File: src/rtl/dft_scan_responder_pkg.sv
// Shared DFT definitions: controller state encodings, word geometry and a
// ceil-divide helper used to size word-oriented structures.
package dft_scan_responder_pkg;

  // Packed output word width; fixed for every scan responder instance.
  localparam int unsigned DftWordW = 32;
  // Bits needed to index a bit position inside one packed word.
  localparam int unsigned WordIdxW = 5;

  // Controller state encodings.
  localparam int unsigned StW = 3;
  typedef logic [StW-1:0] dft_state_t;

  localparam dft_state_t StIdle    = 3'd0;
  localparam dft_state_t StAck     = 3'd1;
  localparam dft_state_t StShift   = 3'd2;
  localparam dft_state_t StFlush   = 3'd3;
  localparam dft_state_t StCommit  = 3'd4;
  localparam dft_state_t StRelease = 3'd5;

  // Number of b-sized pieces needed to cover a items.
  function automatic int unsigned ceil_div(input int unsigned a, input int unsigned b);
    return (a + b - 1) / b;
  endfunction

endpackage

File: src/rtl/dft_scan_responder_word_packer.sv
// Serial-to-word packer: collects one scan bit per sample, LSB first, and
// emits each completed (or final, zero-padded) word with a one-cycle strobe.
module dft_word_packer
  import dft_scan_responder_pkg::*;
#(
  parameter int unsigned CHAIN_LEN = 256
) (
  input  logic                clk,
  input  logic                reset,
  input  logic                clear_i,
  input  logic                sample_i,
  input  logic                bit_i,
  output logic                last_o,
  output logic                strobe_o,
  output logic [DftWordW-1:0] data_o
);

  localparam int unsigned CntW = $clog2(CHAIN_LEN + 1);
  localparam logic [CntW-1:0] LastIdx = CntW'(CHAIN_LEN - 1);
  localparam logic [WordIdxW-1:0] TopPos = WordIdxW'(DftWordW - 1);

  logic [CntW-1:0]     cnt_q, cnt_d;
  logic [WordIdxW-1:0] pos_q, pos_d;
  logic [DftWordW-1:0] word_q, word_d;
  logic [DftWordW-1:0] data_q, data_d;
  logic                strobe_q, strobe_d;
  logic [DftWordW-1:0] word_full;
  logic                word_done;

  // The bit being sampled now is the last one of the chain.
  assign last_o = (cnt_q == LastIdx);

  // Next-state packing: insert the bit, hand the word out when full or final.
  always_comb begin
    cnt_d     = cnt_q;
    pos_d     = pos_q;
    word_d    = word_q;
    data_d    = data_q;
    strobe_d  = 1'b0;
    word_full = word_q;
    word_done = 1'b0;
    if (clear_i) begin
      cnt_d  = '0;
      pos_d  = '0;
      word_d = '0;
    end else if (sample_i) begin
      word_full[pos_q] = bit_i;
      word_done        = last_o || (pos_q == TopPos);
      if (word_done) begin
        // Word register restarts at zero, so a short final word is zero-padded.
        data_d   = word_full;
        strobe_d = 1'b1;
        word_d   = '0;
        pos_d    = '0;
      end else begin
        word_d = word_full;
        pos_d  = pos_q + WordIdxW'(1);
      end
      cnt_d = last_o ? '0 : cnt_q + CntW'(1);
    end
  end

  // Packer state with synchronous reset.
  always_ff @(posedge clk) begin
    if (reset) begin
      cnt_q    <= '0;
      pos_q    <= '0;
      word_q   <= '0;
      data_q   <= '0;
      strobe_q <= 1'b0;
    end else begin
      cnt_q    <= cnt_d;
      pos_q    <= pos_d;
      word_q   <= word_d;
      data_q   <= data_d;
      strobe_q <= strobe_d;
    end
  end

  assign strobe_o = strobe_q;
  assign data_o   = data_q;

endmodule

File: src/rtl/dft_scan_responder.sv
// Scan unload responder: four-phase request/commit handshake around a
// non-destructive recirculating unload of one scan chain into 32-bit words.
module dft_scan_responder
  import dft_scan_responder_pkg::*;
#(
  parameter int unsigned CHAIN_LEN = 256,
  parameter int unsigned WORD_W    = dft_scan_responder_pkg::DftWordW
) (
  input  logic              clk,
  input  logic              reset,
  input  logic              val_op_i,
  output logic              op_ack_o,
  output logic              op_commit_o,
  input  logic              commit_ack_i,
  output logic              output_strobe_o,
  output logic [WORD_W-1:0] output_data_o,
  output logic              scan_en_o,
  input  logic              scan_out_i,
  output logic              scan_in_o
);

  dft_state_t state_q, state_d;
  logic       shifting;
  logic       last_bit;

  // Controller next state; val_op and commit_ack only matter where listed.
  always_comb begin
    state_d = state_q;
    unique case (state_q)
      StIdle:    if (val_op_i) state_d = StAck;
      StAck:     if (!val_op_i) state_d = StShift;
      StShift:   if (last_bit) state_d = StFlush;
      StFlush:   state_d = StCommit;
      StCommit:  if (commit_ack_i) state_d = StRelease;
      StRelease: if (!commit_ack_i) state_d = StIdle;
      default:   state_d = StIdle;
    endcase
  end

  // Controller state register.
  always_ff @(posedge clk) begin
    if (reset) begin
      state_q <= StIdle;
    end else begin
      state_q <= state_d;
    end
  end

  // Moore outputs decoded from the registered state.
  assign shifting    = (state_q == StShift);
  assign scan_en_o   = shifting;
  assign op_ack_o    = (state_q == StAck);
  assign op_commit_o = (state_q == StCommit);

  // Feeding the tail back into the head leaves the chain contents intact.
  assign scan_in_o = shifting ? scan_out_i : 1'b0;

  // Packer is cleared while idle so every unload starts at bit 0.
  dft_word_packer #(
    .CHAIN_LEN(CHAIN_LEN)
  ) u_packer (
    .clk      (clk),
    .reset    (reset),
    .clear_i  (state_q == StIdle),
    .sample_i (shifting),
    .bit_i    (scan_out_i),
    .last_o   (last_bit),
    .strobe_o (output_strobe_o),
    .data_o   (output_data_o)
  );

endmodule

File: config.mk
export PLATFORM = sky130hd
export DESIGN_NAME = dft_scan_responder
export DESIGN_NICKNAME = d
export VERILOG_FILES = /design/src/rtl/dft_scan_responder_pkg.sv /design/src/rtl/dft_scan_responder_word_packer.sv /design/src/rtl/dft_scan_responder.sv
export SDC_FILE = /design/constraint.sdc
export NUM_CORES = 1
export LEC_CHECK = 0
export ABC_AREA = 0
export BUFFER_PORTS_ARGS = -buffer_cell sky130_fd_sc_hd__buf_2
export CORE_MARGIN = 5
export CORE_UTILIZATION = 35
export CTS_CLUSTER_DIAMETER = 200
export DETAILED_ROUTE_END_ITERATION = 8
export PLACE_DENSITY = 0.56
export SYNTH_ARGS = -nofsm -noshare
export SYNTH_HDL_FRONTEND = slang
export SYNTH_SLANG_ARGS = --single-unit
File: constraint.sdc
create_clock -name clk -period 2.7 [get_ports clk]
set_input_delay 0.135 -clock clk [delete_from_list [all_inputs] [get_ports clk]]
set_output_delay 0.135 -clock clk [all_outputs]
set_load 0.01 [all_outputs]
==> metrics.md <==
| Metric | Value |
|---|---|
| # DRC | 0 |
| CTS Buf Count | 9 |
| Setup bufs post-CTS | 0 |
| Die H | 119 um |
| Top cell type's share of synthesized area | 39.8% |
| Number of nets produced by synthesis | 446 |
| Element type at the critical path start | register |
| Final setup viols | 0 |
| Number of different library cells in the post-synthesis netlist | 43 |
| Hold Path Sink | state_q[1] |
| Final critical-path share of the clock period | 81.3% |
| Port Buffers | 41 |
| Worst-path clk slew | 0.06 ns |
| Standard cell with the maximum stage delay on the critical path | dfxtp_1 |
| Ys async rst share | 0% |
| Drt first-iter violations | 190 |
| Sequential-to-total area share from yosys stat | 39.8% |
| Post-synthesis instance total | 435 |
| Relative area change from synthesis to final layout | 14.4% |
| Overall track demand over capacity in global routing | 13.7% |
| DRT Wirelength | 9550 um |
| Pre-Repair DR Iteration Count | 4 |
| Outcome | completed |
| Ys flop type | dfxtp_1 |
| Peak ir drop on the vdd network | 0.369 mV |
| Max Clock Skew | 0.00645 ns |
| Horizontal extent of the die | 119 um |
| Startpoint of the worst-slack reg-to-reg timing path | u_packer.pos_q[1] |
| Routed met3 length | 428 um |
| Critical Path AT | 2.45 ns |
| Top layer in use | met4 |
| First-pass GRT wire length | 16100 um |
| Filler cell count in the final layout | 1163 |
| Effective utilization at floorplan | 35.9% |
| Lkg Pwr | 1.59 nW |
| Kind of path behind the tightest hold check | primary input to register |
| Average instance area after synthesis | 9.47 um2 |
| Share of layout cells above drive strength 1 | 36.9% |
| CTS Buffer Depth | 2 |
| Final nets | 469 |
| Post-synthesis register bit count | 82 |
| Antenna violations before repair | 0 |
| Core Box Area | 11500 um2 |
| Number of cells on the worst reg-to-reg path | 7 |
| Total negative setup slack | 0 ns |
| Relative contribution of the clock network to total power | 48.2% |
| Number of vias per cell | 5.38 |
| Number of hold buffers added after CTS | 0 |
| CTS tree | done |
| Sum of met2 wire segment lengths after detailed routing | 4450 um |
| Power density relative to cell area | 544 nW/um2 |
| Combinational share of power | 4.5% |
| Max Transition Viols Final | 0 |
| Routability cong. | 0.763 |
| Post-Synthesis Cell Area | 4120 um2 |
| Max incr delay on CP | 0.42 ns |
| H-Tree Level Count | 3 |
| Number of synthesis warnings | 0 |
| Commonest cells after routing, fill and taps aside | 82 x dfxtp_1, 69 x nor3_1, 41 x buf_2 |
| Worst slew margin relative to its limit | 60.7% |
| Number of placement rows | 39 |
| Vias in the first global route | 3086 |
| Internal Power | 0.00200 W |
| Hold wc startpoint | val_op_i |
| Switching part of the total power | 22.1% |
| Maximum frequency from static timing analysis | 455 MHz |
| Gates resized, CTS repair | 0 |
| Reg-to-reg critical path endpoint | u_packer.data_o[19] |
| Final critical delay including setup and external delays | 2.20 ns |
| Start-to-end type of the worst setup path | register to register |
| Hold depth | 4 |
| Detailed placement HPWL | 6140 um |
| Hold Violations, Final | 0 |
| CTS root buf | clkbuf_16 |
| Total Die Area | 14000 um2 |
| Synth area leaders | dfxtp_1 40%, a22oi_2 9.1%, mux2_2 8.7% |
| Slew at the pin with the worst max-slew slack | 0.590 ns |
| Number of nets with antenna violations after routing | 0 |
| Count of clock tree sinks | 82 |
| Number of top-level pins | 42 |
| Data required time at the worst endpoint | 2.95 ns |
| Via count | 3258 |
| Number of enable-type register cells in the synthesized netlist | 0 |
| Worst-case hold slack | 0.127 ns |
| Capturing element type of the critical path | register |
| Worst-Skew Late Latency | 0.33 ns |
| Leading cell type in the layout, fill and taps excluded | dfxtp_1 |
| Proportion of power drawn by flip-flops and latches | 47.3% |
| Worst Path Max Fanout | 22 |
| NetSw | 0.000568 W |
| Worst-case register-to-register setup slack | 0.50 ns |
| Average wire per standard cell | 15.8 um |
| Library cell occupying the most area in the post-synthesis netlist | dfxtp_1 |
| Setup repair after global routing missed its margin | no |
| Antenna cells | 0 |
| Cell-by-cell listing of the critical path | ha_1 > and3_1 > ha_1 > a21o_1 > buf_4 > a21oi_1 > nor3_1 |
| Met1 layer wirelength in the final routing | 4590 um |
| # Max-Cap Violations | 0 |
| Grt total ovfl | 0 |
| Cell with the most instances on the worst path | ha_1 |
| Largest net degree at the start of global routing | 47 |
sequential cells by signal, summed over array words and instances, names as in the netlist:
| register | count |
|---|---|
| u_packer.data_o | 32 |
| u_packer.word_q | 32 |
| u_packer.pos_q | 5 |
| state_q | 3 |
| u_packer.cnt_q | 9 |
| u_packer.strobe_o | 1 |
cell type report:
| class | count | area, um2 | area share [%] |
|---|---|---|---|
| inverters | 6 | 22.5 | 0.478 |
| clock inverters | 5 | 52.6 | 1.11 |
| clock buffers | 11 | 253 | 5.36 |
| multi-input cells | 301 | 2220 | 47.1 |
| flip-flops and latches | 82 | 1640 | 34.8 |
| well taps | 143 | 179 | 3.79 |
| repair buffers | 58 | 345 | 7.32 |
cell families (layout without fill, tap and decap cells):
kind of cell,after synthesis,count (layout),synth area share [%]
XOR/XNOR,7,7,1.49
buffers and inverters,52,80,6.59
adder cells (fa/ha/maj),6,6,1.82
multiplexers,33,33,8.99
AND/OR/NAND/NOR,173,173,24.9
AO/OA/AOI/OAI,82,82,16.4
flip-flops,82,82,39.8
power by group through the flow:
stage / logic, W / registers, W / clock network (W)
floorplan: 0.0000902 / 0.00124 / 0
global placement: 0.000114 / 0.00124 / 0
detailed placement: 0.000116 / 0.00124 / 0
CTS: 0.000116 / 0.00122 / 0.00128
global route: 0.000126 / 0.00122 / 0.00133
finish: 0.000115 / 0.00122 / 0.00124
through the flow:
step	setup WS (ns)	power [W]	util, %	std cells	cell area (um2)
floorplan	0.692	0.00133	-	435	4120
global placement	0.614	0.00136	38.5	590	4410
detailed placement	0.498	0.00136	38.5	590	4410
CTS	0.497	0.00261	41.1	606	4720
global route	0.234	0.00267	41.1	606	4720
finish	0.505	0.00257	41.1	606	4720
critical path: cells and delay by family, from the launching register on:
kind | cells | cell delay, ns
AO/OA/AOI/OAI | 2 | 0.26
adder cells (fa/ha/maj) | 2 | 0.76
buffers and inverters | 1 | 0.28
flip-flops | 1 | 0.42
AND/OR/NAND/NOR | 2 | 0.40
how the worst max path moves through the flow:
stage,to,slack (ns),start,cells after the start
2_1_floorplan,u_packer.data_o[17],0.69,u_packer.pos_q[2],9
3_3_place_gp,u_packer.data_o[15],0.61,u_packer.pos_q[0],7
3_5_place_dp,u_packer.data_o[19],0.50,u_packer.pos_q[1],7
4_1_cts,u_packer.data_o[19],0.50,u_packer.pos_q[1],7
5_1_grt,u_packer.data_o[15],0.23,u_packer.pos_q[1],7
6_report,u_packer.data_o[19],0.50,u_packer.pos_q[1],7
routing by layer:
metal,vias to the layer above,track usage [%]
met2,59,22.1
met1,1554,18.4
met3,9,3.77
met4,0,3.19
li1,1636,-
met5,-,0
Yosys cell counts (3+ instances only):
library cell  count
dfxtp_1          82
nor3_1           69
a21oi_1          39
mux2_2           32
a22oi_2          30
nor2_2           30
buf_2            19
nor2_1           19
clkbuf_1         16
nand4b_1         12
nor4bb_1         12
buf_6             6
ha_1              6
nand2_1           6
inv_1             5
nand4_1           5
nor4b_1           5
xnor2_1           5
a22oi_1           4
nand3_1           4
buf_1             3
Note: power is estimated with default switching activity, not from simulation.
